File: src/rtl/node_irq_collector_pkg.sv
// Shared definitions for the node event collector.
//   arb_state_t    : grant FSM state encoding
//   N_CHANNELS_DEF : default number of collected event lines
package mopshub_irq_pkg;

  typedef enum logic {
    ST_IDLE  = 1'b0,
    ST_OFFER = 1'b1
  } arb_state_t;

  localparam int N_CHANNELS_DEF = 32;

endpackage

File: src/rtl/node_irq_collector_if.sv
// Grant handshake between the collector and the bus-side consumer.
//   req_valid : a channel is being offered
//   req_idx   : offered channel, stable while req_valid is high
//   req_ack   : consumer accepts the offered channel
// master = collector side, slave = consumer side.
interface node_irq_collector_if #(
  parameter int IDX_W = 5
) ();
  logic             req_valid;
  logic [IDX_W-1:0] req_idx;
  logic             req_ack;

  modport master (output req_valid, output req_idx, input req_ack);
  modport slave  (input req_valid, input req_idx, output req_ack);
endinterface

File: src/rtl/node_irq_collector_rr.sv
// Combinational round-robin pick over a request vector.
//   i_req : request bits
//   i_ptr : last granted channel; the search starts at i_ptr+1 and wraps
//   o_idx : winning channel (0 when nothing is requested)
//   o_any : at least one request bit is set
module rr_priority_pick #(
  parameter int N     = 32,
  parameter int IDX_W = 5
) (
  input  logic [N-1:0]     i_req,
  input  logic [IDX_W-1:0] i_ptr,
  output logic [IDX_W-1:0] o_idx,
  output logic             o_any
);

  logic [2*N-1:0] w_dbl;
  logic [2*N-1:0] w_shift;
  logic [N-1:0]   w_rot;
  logic [IDX_W:0] w_off;
  logic [IDX_W:0] w_sum;

  // Rotating the doubled vector puts channel ptr+1 at bit 0, so a plain
  // lowest-set-bit search gives the wrapped round-robin order.
  assign w_dbl   = {i_req, i_req};
  assign w_shift = w_dbl >> ({1'b0, i_ptr} + (IDX_W+1)'(1));
  assign w_rot   = w_shift[N-1:0];

  always_comb begin
    o_any = 1'b0;
    w_off = '0;
    for (int j = N-1; j >= 0; j--) begin
      if (w_rot[j]) begin
        o_any = 1'b1;
        w_off = (IDX_W+1)'(j);
      end
    end
  end

  always_comb begin
    w_sum = {1'b0, i_ptr} + (IDX_W+1)'(1) + w_off;
    if (w_sum >= (IDX_W+1)'(N)) w_sum = w_sum - (IDX_W+1)'(N);
    o_idx = o_any ? w_sum[IDX_W-1:0] : '0;
  end

endmodule

File: src/rtl/node_irq_collector.sv
// Collects per-node event lines into sticky pending bits and offers them
// one at a time, round-robin, over a valid/ack grant interface.
//   clk, rst_n       : system clock, async active-low reset
//   i_irq_in         : raw event lines (synchronous)
//   i_mask           : 1 = channel may set pending
//   i_clear_all      : flush pending, overflow and arbitration state
//   o_data_tra_out   : registered level snapshot of i_irq_in
//   o_pend_out       : pending vector
//   o_overflow       : sticky, event hit an already pending channel
//   bus              : grant handshake (master side)
//
// state    | meaning
// ST_IDLE  | nothing offered; pick a winner when anything is pending
// ST_OFFER | req_idx offered, waiting for req_ack
module node_irq_collector
  import mopshub_irq_pkg::*;
#(
  parameter int N_CHANNELS = N_CHANNELS_DEF,
  parameter int IDX_W      = $clog2(N_CHANNELS),
  parameter bit EDGE_MODE  = 1'b1
) (
  input  logic                  clk,
  input  logic                  rst_n,
  input  logic [N_CHANNELS-1:0] i_irq_in,
  input  logic [N_CHANNELS-1:0] i_mask,
  input  logic                  i_clear_all,
  output logic [N_CHANNELS-1:0] o_data_tra_out,
  output logic [N_CHANNELS-1:0] o_pend_out,
  output logic                  o_overflow,
  node_irq_collector_if.master  bus
);

  localparam logic [IDX_W-1:0] PTR_RST = IDX_W'(N_CHANNELS-1);

  logic [N_CHANNELS-1:0] r_s_q, r_s_prev, r_pend;
  logic                  r_overflow;
  logic [IDX_W-1:0]      r_ptr, r_req_idx;
  logic                  r_req_valid;
  arb_state_t            r_state;

  logic [N_CHANNELS-1:0] w_event, w_set, w_ack_clr;
  logic [IDX_W-1:0]      w_win;
  logic                  w_any;

  assign w_event   = EDGE_MODE ? (r_s_q & ~r_s_prev) : r_s_q;
  assign w_set     = w_event & i_mask;
  assign w_ack_clr = (r_req_valid && bus.req_ack) ? (N_CHANNELS'(1) << r_req_idx) : '0;

  always_ff @(posedge clk or negedge rst_n) begin
    if (!rst_n) begin
      r_s_q    <= '0;
      r_s_prev <= '0;
    end else begin
      r_s_q    <= i_irq_in;
      r_s_prev <= r_s_q;
    end
  end

  // A same-cycle set beats the ack clear, so a fresh event is never lost.
  always_ff @(posedge clk or negedge rst_n) begin
    if (!rst_n) begin
      r_pend     <= '0;
      r_overflow <= 1'b0;
    end else if (i_clear_all) begin
      r_pend     <= '0;
      r_overflow <= 1'b0;
    end else begin
      r_pend <= (r_pend & ~w_ack_clr) | w_set;
      if (|(w_set & r_pend & ~w_ack_clr)) r_overflow <= 1'b1;
    end
  end

  rr_priority_pick #(.N(N_CHANNELS), .IDX_W(IDX_W)) u_pick (
    .i_req (r_pend),
    .i_ptr (r_ptr),
    .o_idx (w_win),
    .o_any (w_any)
  );

  always_ff @(posedge clk or negedge rst_n) begin
    if (!rst_n) begin
      r_state     <= ST_IDLE;
      r_req_valid <= 1'b0;
      r_req_idx   <= '0;
      r_ptr       <= PTR_RST;
    end else if (i_clear_all) begin
      r_state     <= ST_IDLE;
      r_req_valid <= 1'b0;
      r_ptr       <= PTR_RST;
    end else begin
      case (r_state)
        ST_IDLE: begin
          if (w_any) begin
            r_req_idx   <= w_win;
            r_req_valid <= 1'b1;
            r_state     <= ST_OFFER;
          end
        end
        ST_OFFER: begin
          if (bus.req_ack) begin
            r_ptr       <= r_req_idx;
            r_req_valid <= 1'b0;
            r_state     <= ST_IDLE;
          end
        end
      endcase
    end
  end

  assign o_data_tra_out = r_s_q;
  assign o_pend_out     = r_pend;
  assign o_overflow     = r_overflow;
  assign bus.req_valid  = r_req_valid;
  assign bus.req_idx    = r_req_idx;

endmodule

File: src/flat_wrapper.sv
// flat-port wrapper written by rule: the top's interface ports become plain ports
module node_irq_collector_flat import mopshub_irq_pkg::*;
#(
  parameter int N_CHANNELS = N_CHANNELS_DEF,
  parameter int IDX_W      = $clog2(N_CHANNELS),
  parameter bit EDGE_MODE  = 1'b1
)
  (clk, rst_n, i_irq_in, i_mask, i_clear_all, o_data_tra_out, o_pend_out, o_overflow, bus_req_valid, bus_req_idx, bus_req_ack);
  node_irq_collector_if #(.IDX_W(IDX_W)) bus_i ();
  input  logic clk;
  input  logic rst_n;
  input  logic [N_CHANNELS-1:0] i_irq_in;
  input  logic [N_CHANNELS-1:0] i_mask;
  input  logic i_clear_all;
  output logic [N_CHANNELS-1:0] o_data_tra_out;
  output logic [N_CHANNELS-1:0] o_pend_out;
  output logic o_overflow;
  output wire logic [$bits(bus_i.req_valid)-1:0] bus_req_valid;
  output wire logic [$bits(bus_i.req_idx)-1:0] bus_req_idx;
  input wire logic [$bits(bus_i.req_ack)-1:0] bus_req_ack;
  assign bus_req_valid = bus_i.req_valid;
  assign bus_req_idx = bus_i.req_idx;
  assign bus_i.req_ack = bus_req_ack;
  node_irq_collector #(.N_CHANNELS(N_CHANNELS), .IDX_W(IDX_W), .EDGE_MODE(EDGE_MODE)) u_core (.clk(clk), .rst_n(rst_n), .i_irq_in(i_irq_in), .i_mask(i_mask), .i_clear_all(i_clear_all), .o_data_tra_out(o_data_tra_out), .o_pend_out(o_pend_out), .o_overflow(o_overflow), .bus(bus_i));
endmodule
File: config.mk
export PLATFORM = sky130hd
export DESIGN_NAME = node_irq_collector_flat
export DESIGN_NICKNAME = d
export VERILOG_FILES = /design/src/rtl/node_irq_collector_pkg.sv /design/src/rtl/node_irq_collector_if.sv /design/src/rtl/node_irq_collector_rr.sv /design/src/rtl/node_irq_collector.sv /design/src/flat_wrapper.sv
export SDC_FILE = /design/constraint.sdc
export NUM_CORES = 1
export LEC_CHECK = 0
export ABC_CLOCK_PERIOD_IN_PS = 13900
export BUFFER_PORTS_ARGS = -buffer_cell sky130_fd_sc_hd__buf_2
export CORE_ASPECT_RATIO = 0.9
export CORE_UTILIZATION = 35
export DETAILED_ROUTE_END_ITERATION = 12
export GPL_ROUTABILITY_DRIVEN = 0
export PLACE_DENSITY = 0.61
export SYNTH_ARGS = -nofsm -noshare
export SYNTH_HDL_FRONTEND = slang
export SYNTH_SLANG_ARGS = --single-unit
File: constraint.sdc
create_clock -name clk -period 13.9 [get_ports clk]
set_clock_uncertainty 0.2 [all_clocks]
set_input_delay 1.39 -clock clk [delete_from_list [all_inputs] [get_ports clk]]
set_output_delay 1.39 -clock clk [all_outputs]
set_load 0.05 [all_outputs]
==> impl_metrics.toml <==
[clock_tree]
cts_max_level = 3
clockBufferDepth = 2
cts_setup_buffers = 0
cts_hold_buf = 0
cts_tree = "yes"
cts.clk_slew.worst_paths_ns = 0.08
clock-sinks = 109
postCtsResizedCells = 0
root_buffer = "clkbuf_16"
clk_latency_ns = 0.35
cts_buffers = 9

[route]
drt_iter0_markers = 811
dr.max_layer_used = "met4"
vias_per_cell = 6.23
wl_met1_mm = 10.7
routed_wl_mm = 25.2
wl_met3_mm = 2.73
drtAntennaViolNets = 0
route.vias.total = 6796
first_pass_iters = 5
wl_per_cell_um = 23.1
post-route-drc-count = 0
met2_length_mm = 11.1

[synthesis]
seq_area_frac_synth = 0.349
syn_nets = 766
synthArstFlopShare = 1.00
synth_cell_types = 74
syn-cell-area_um2 = 7830
syn_inst = 693
ys.flop_type = "dfrtp_1"
avgSynthCellArea_um2 = 11.3
ys_warn_count = 0
synth_edf_count = 0
synth_seq_cells = 109

[grt]
first_global_vias = 6449
grt.overflow.total = 0
grt_pass1_wl_mm = 39.0
grt_max_degree = 74
grt_usage = 0.222
antenna_found_initial = 0

[placed_design]
hpwl_mm = 18.0
dp_slack_ns = 8.32
io_buffers = 138
dp.cells = 1075

[timing]
post-route-period-util = 0.408
setup_viol = 0
rsz0062_at_grt = "no"
finalSetupTns_ns = 0
hold_viol = 0
tightest_slew_ns = 0.976
layout_setup_ws_ns = 8.23
holdWs_ns = 0.203
period_minus_slack_ns = 5.67
fmax_mhz = 176
drv_slew = 0
max-slew-margin-rel = 0.349

[worst_setup_path]
r2r_cells = 14
crit_fanout = 69
reg2reg_to = "u_core.bus.req_idx[4]$_DFFE_PN0P_"
endpoint = "u_core.bus.req_idx[4]$_DFFE_PN0P_"
critPathLaunch = "u_core.r_ptr[1]$_DFFE_PN1P_"
cp-end-kind = "register"
worstPathArrival_ns = 5.72
critPathKind = "register to register"
critPathRequiredTime_ns = 13.95
start_kind = "register"
rrSetupSlack_ns = 8.23
r2r_start = "u_core.r_ptr[1]$_DFFE_PN1P_"

[floorplanning]
fp.coreArea_um2 = 21800
io_pins = 139
die-area_um2 = 23000
die_w_um = 160
num_rows = 51
start_util = 0.360
dieHeight_um = 144

[power_and_ir_drop]
total_power_mw = 1.09
ir_drop_mv = 0.0809
p_leak_nw = 3.88
power_density_nw_per_um2 = 122

[cells_and_area]
drive_gt1_frac = 0.351
syn_to_final_growth_pct = 14.6
antenna_cells = 0
fill_cells = 2039
stdcell_count = 1091
final_nets = 868

[min_path]
hold_path_depth = 0
hp-class = "register to register"

[flow_run]
drv_cap = 0

[outcome]
status = "completed"
metrics by stage:
| step | utilization | area [um^2] |
|---|---|---|
| floorplan | - | 7830 |
| global placement | 0.399 | 8670 |
| detailed placement | 0.399 | 8670 |
| CTS | 0.412 | 8970 |
| global route | 0.412 | 8970 |
| finish | 0.412 | 8970 |
synth_stat cells, drive strengths merged, types with 3 or more instances:
master     n  share of area
a2111oi    3         0.0034
a211o      3         0.0045
a211oi     3         0.0029
a21o       3         0.0029
a21oi     38          0.024
a22oi      5         0.0048
a31oi      6         0.0048
a32oi      4         0.0045
and2       6         0.0048
and3       4         0.0038
buf       28          0.021
clkbuf    25          0.012
dfrtp    104           0.33
dfstp      5          0.017
ha         4         0.0064
inv        8         0.0038
mux2      32          0.048
mux2i     42          0.054
mux4      77           0.22
nand2     45          0.022
nand2b     7         0.0056
nand3     22          0.014
nand3b    35          0.034
nand4      7         0.0056
nand4b     3         0.0034
nor2      32          0.015
nor2b      7         0.0056
nor3       9         0.0058
nor4       6         0.0067
o211ai     7         0.0067
o21ai     48          0.031
o22a       4         0.0045
o22ai     15          0.012
o2bb2ai    3         0.0034
o31ai      4         0.0038
or2        3         0.0024
or3        3         0.0024
report_power, final:
group	switching (mW)	internal (mW)	total, mW
clock network	0.127	0.132	0.258
logic	0.262	0.173	0.436
registers	0.0586	0.342	0.401
total	0.448	0.647	1.09
sequential cells by signal, indices dropped and copies added (netlist names):
| register | flops |
|---|---|
| u_core.o_data_tra_out | 32 |
| u_core.r_s_prev | 32 |
| u_core.bus.req_valid | 1 |
| u_core.o_pend_out | 32 |
| u_core.r_state | 1 |
| u_core.bus.req_idx | 5 |
| u_core.r_ptr | 5 |
| u_core.o_overflow | 1 |
cell usage in the layout, fill, tap and decap left out, types with 9 or more instances in the layout:
master / synthesis / routed
dfrtp_1: 104 / 104
nand3b_1: 35 / 35
nand3_1: 22 / 22
buf_2: 13 / 137
mux2i_1: 42 / 42
clkbuf_16: 0 / 9
o22ai_1: 15 / 15
mux4_2: 76 / 76
a21oi_1: 38 / 38
mux2_2: 27 / 27
nor2_1: 32 / 32
o21ai_0: 47 / 47
nand2_1: 45 / 45
nor3_1: 9 / 9
area by class of cell:
type / count / area [um^2] / share of cell area
Inverter: 8 / 30.0 / 0.00335
Multi-Input combinational cell: 523 / 4800 / 0.535
Sequential cell: 109 / 2740 / 0.305
Clock buffer: 10 / 239 / 0.0266
Timing Repair Buffer: 144 / 738 / 0.0823
Tap cell: 291 / 364 / 0.0406
Clock inverter: 6 / 61.3 / 0.00683
kinds of logic after synthesis:
kind of cell             share of synthesized area
adder cells (fa/ha/maj)                    0.00895
AND/OR/NAND/NOR                              0.138
flip-flops                                   0.349
buffers and inverters                       0.0371
XOR/XNOR                                   0.00336
multiplexers                                 0.324
AO/OA/AOI/OAI                                0.140
worst max-delay path: stages, from the launching register on:
cell and delay (ns):
dfstp_4 1.24, mux4_1 0.72, mux4_2 0.49, mux2_4 0.31
a211o_4 0.30, or2_1 0.25, a2111oi_0 0.41, o21ai_1 0.12
and4b_1 0.23, fa_1 0.40, a21o_1 0.19, a21oi_1 0.17
xnor2_1 0.10, nand2b_1 0.18, o311ai_1 0.24
worst min path at each step:
stage                                              startpoint                              end  slack, ns
after floorplan                 u_core.r_s_prev[21]$_DFF_PN0_  u_core.o_pend_out[21]$_DFF_PN0_       0.30
final                     u_core.o_data_tra_out[23]$_DFF_PN0_    u_core.r_s_prev[23]$_DFF_PN0_       0.20
after global placement     u_core.o_data_tra_out[3]$_DFF_PN0_     u_core.r_s_prev[3]$_DFF_PN0_       0.19
after detailed placement  u_core.o_data_tra_out[23]$_DFF_PN0_    u_core.r_s_prev[23]$_DFF_PN0_       0.18
after global routing      u_core.o_data_tra_out[23]$_DFF_PN0_    u_core.r_s_prev[23]$_DFF_PN0_       0.21
after CTS                 u_core.o_data_tra_out[23]$_DFF_PN0_    u_core.r_s_prev[23]$_DFF_PN0_       0.20
per-layer routing:
metal / track usage / vias up
li1: - / 2946
met1: 0.312 / 3333
met2: 0.335 / 451
met3: 0.0522 / 66
met4: 0.0724 / 0
met5: 0 / -
No activity file was read; power rests on OpenSTA's default activity.
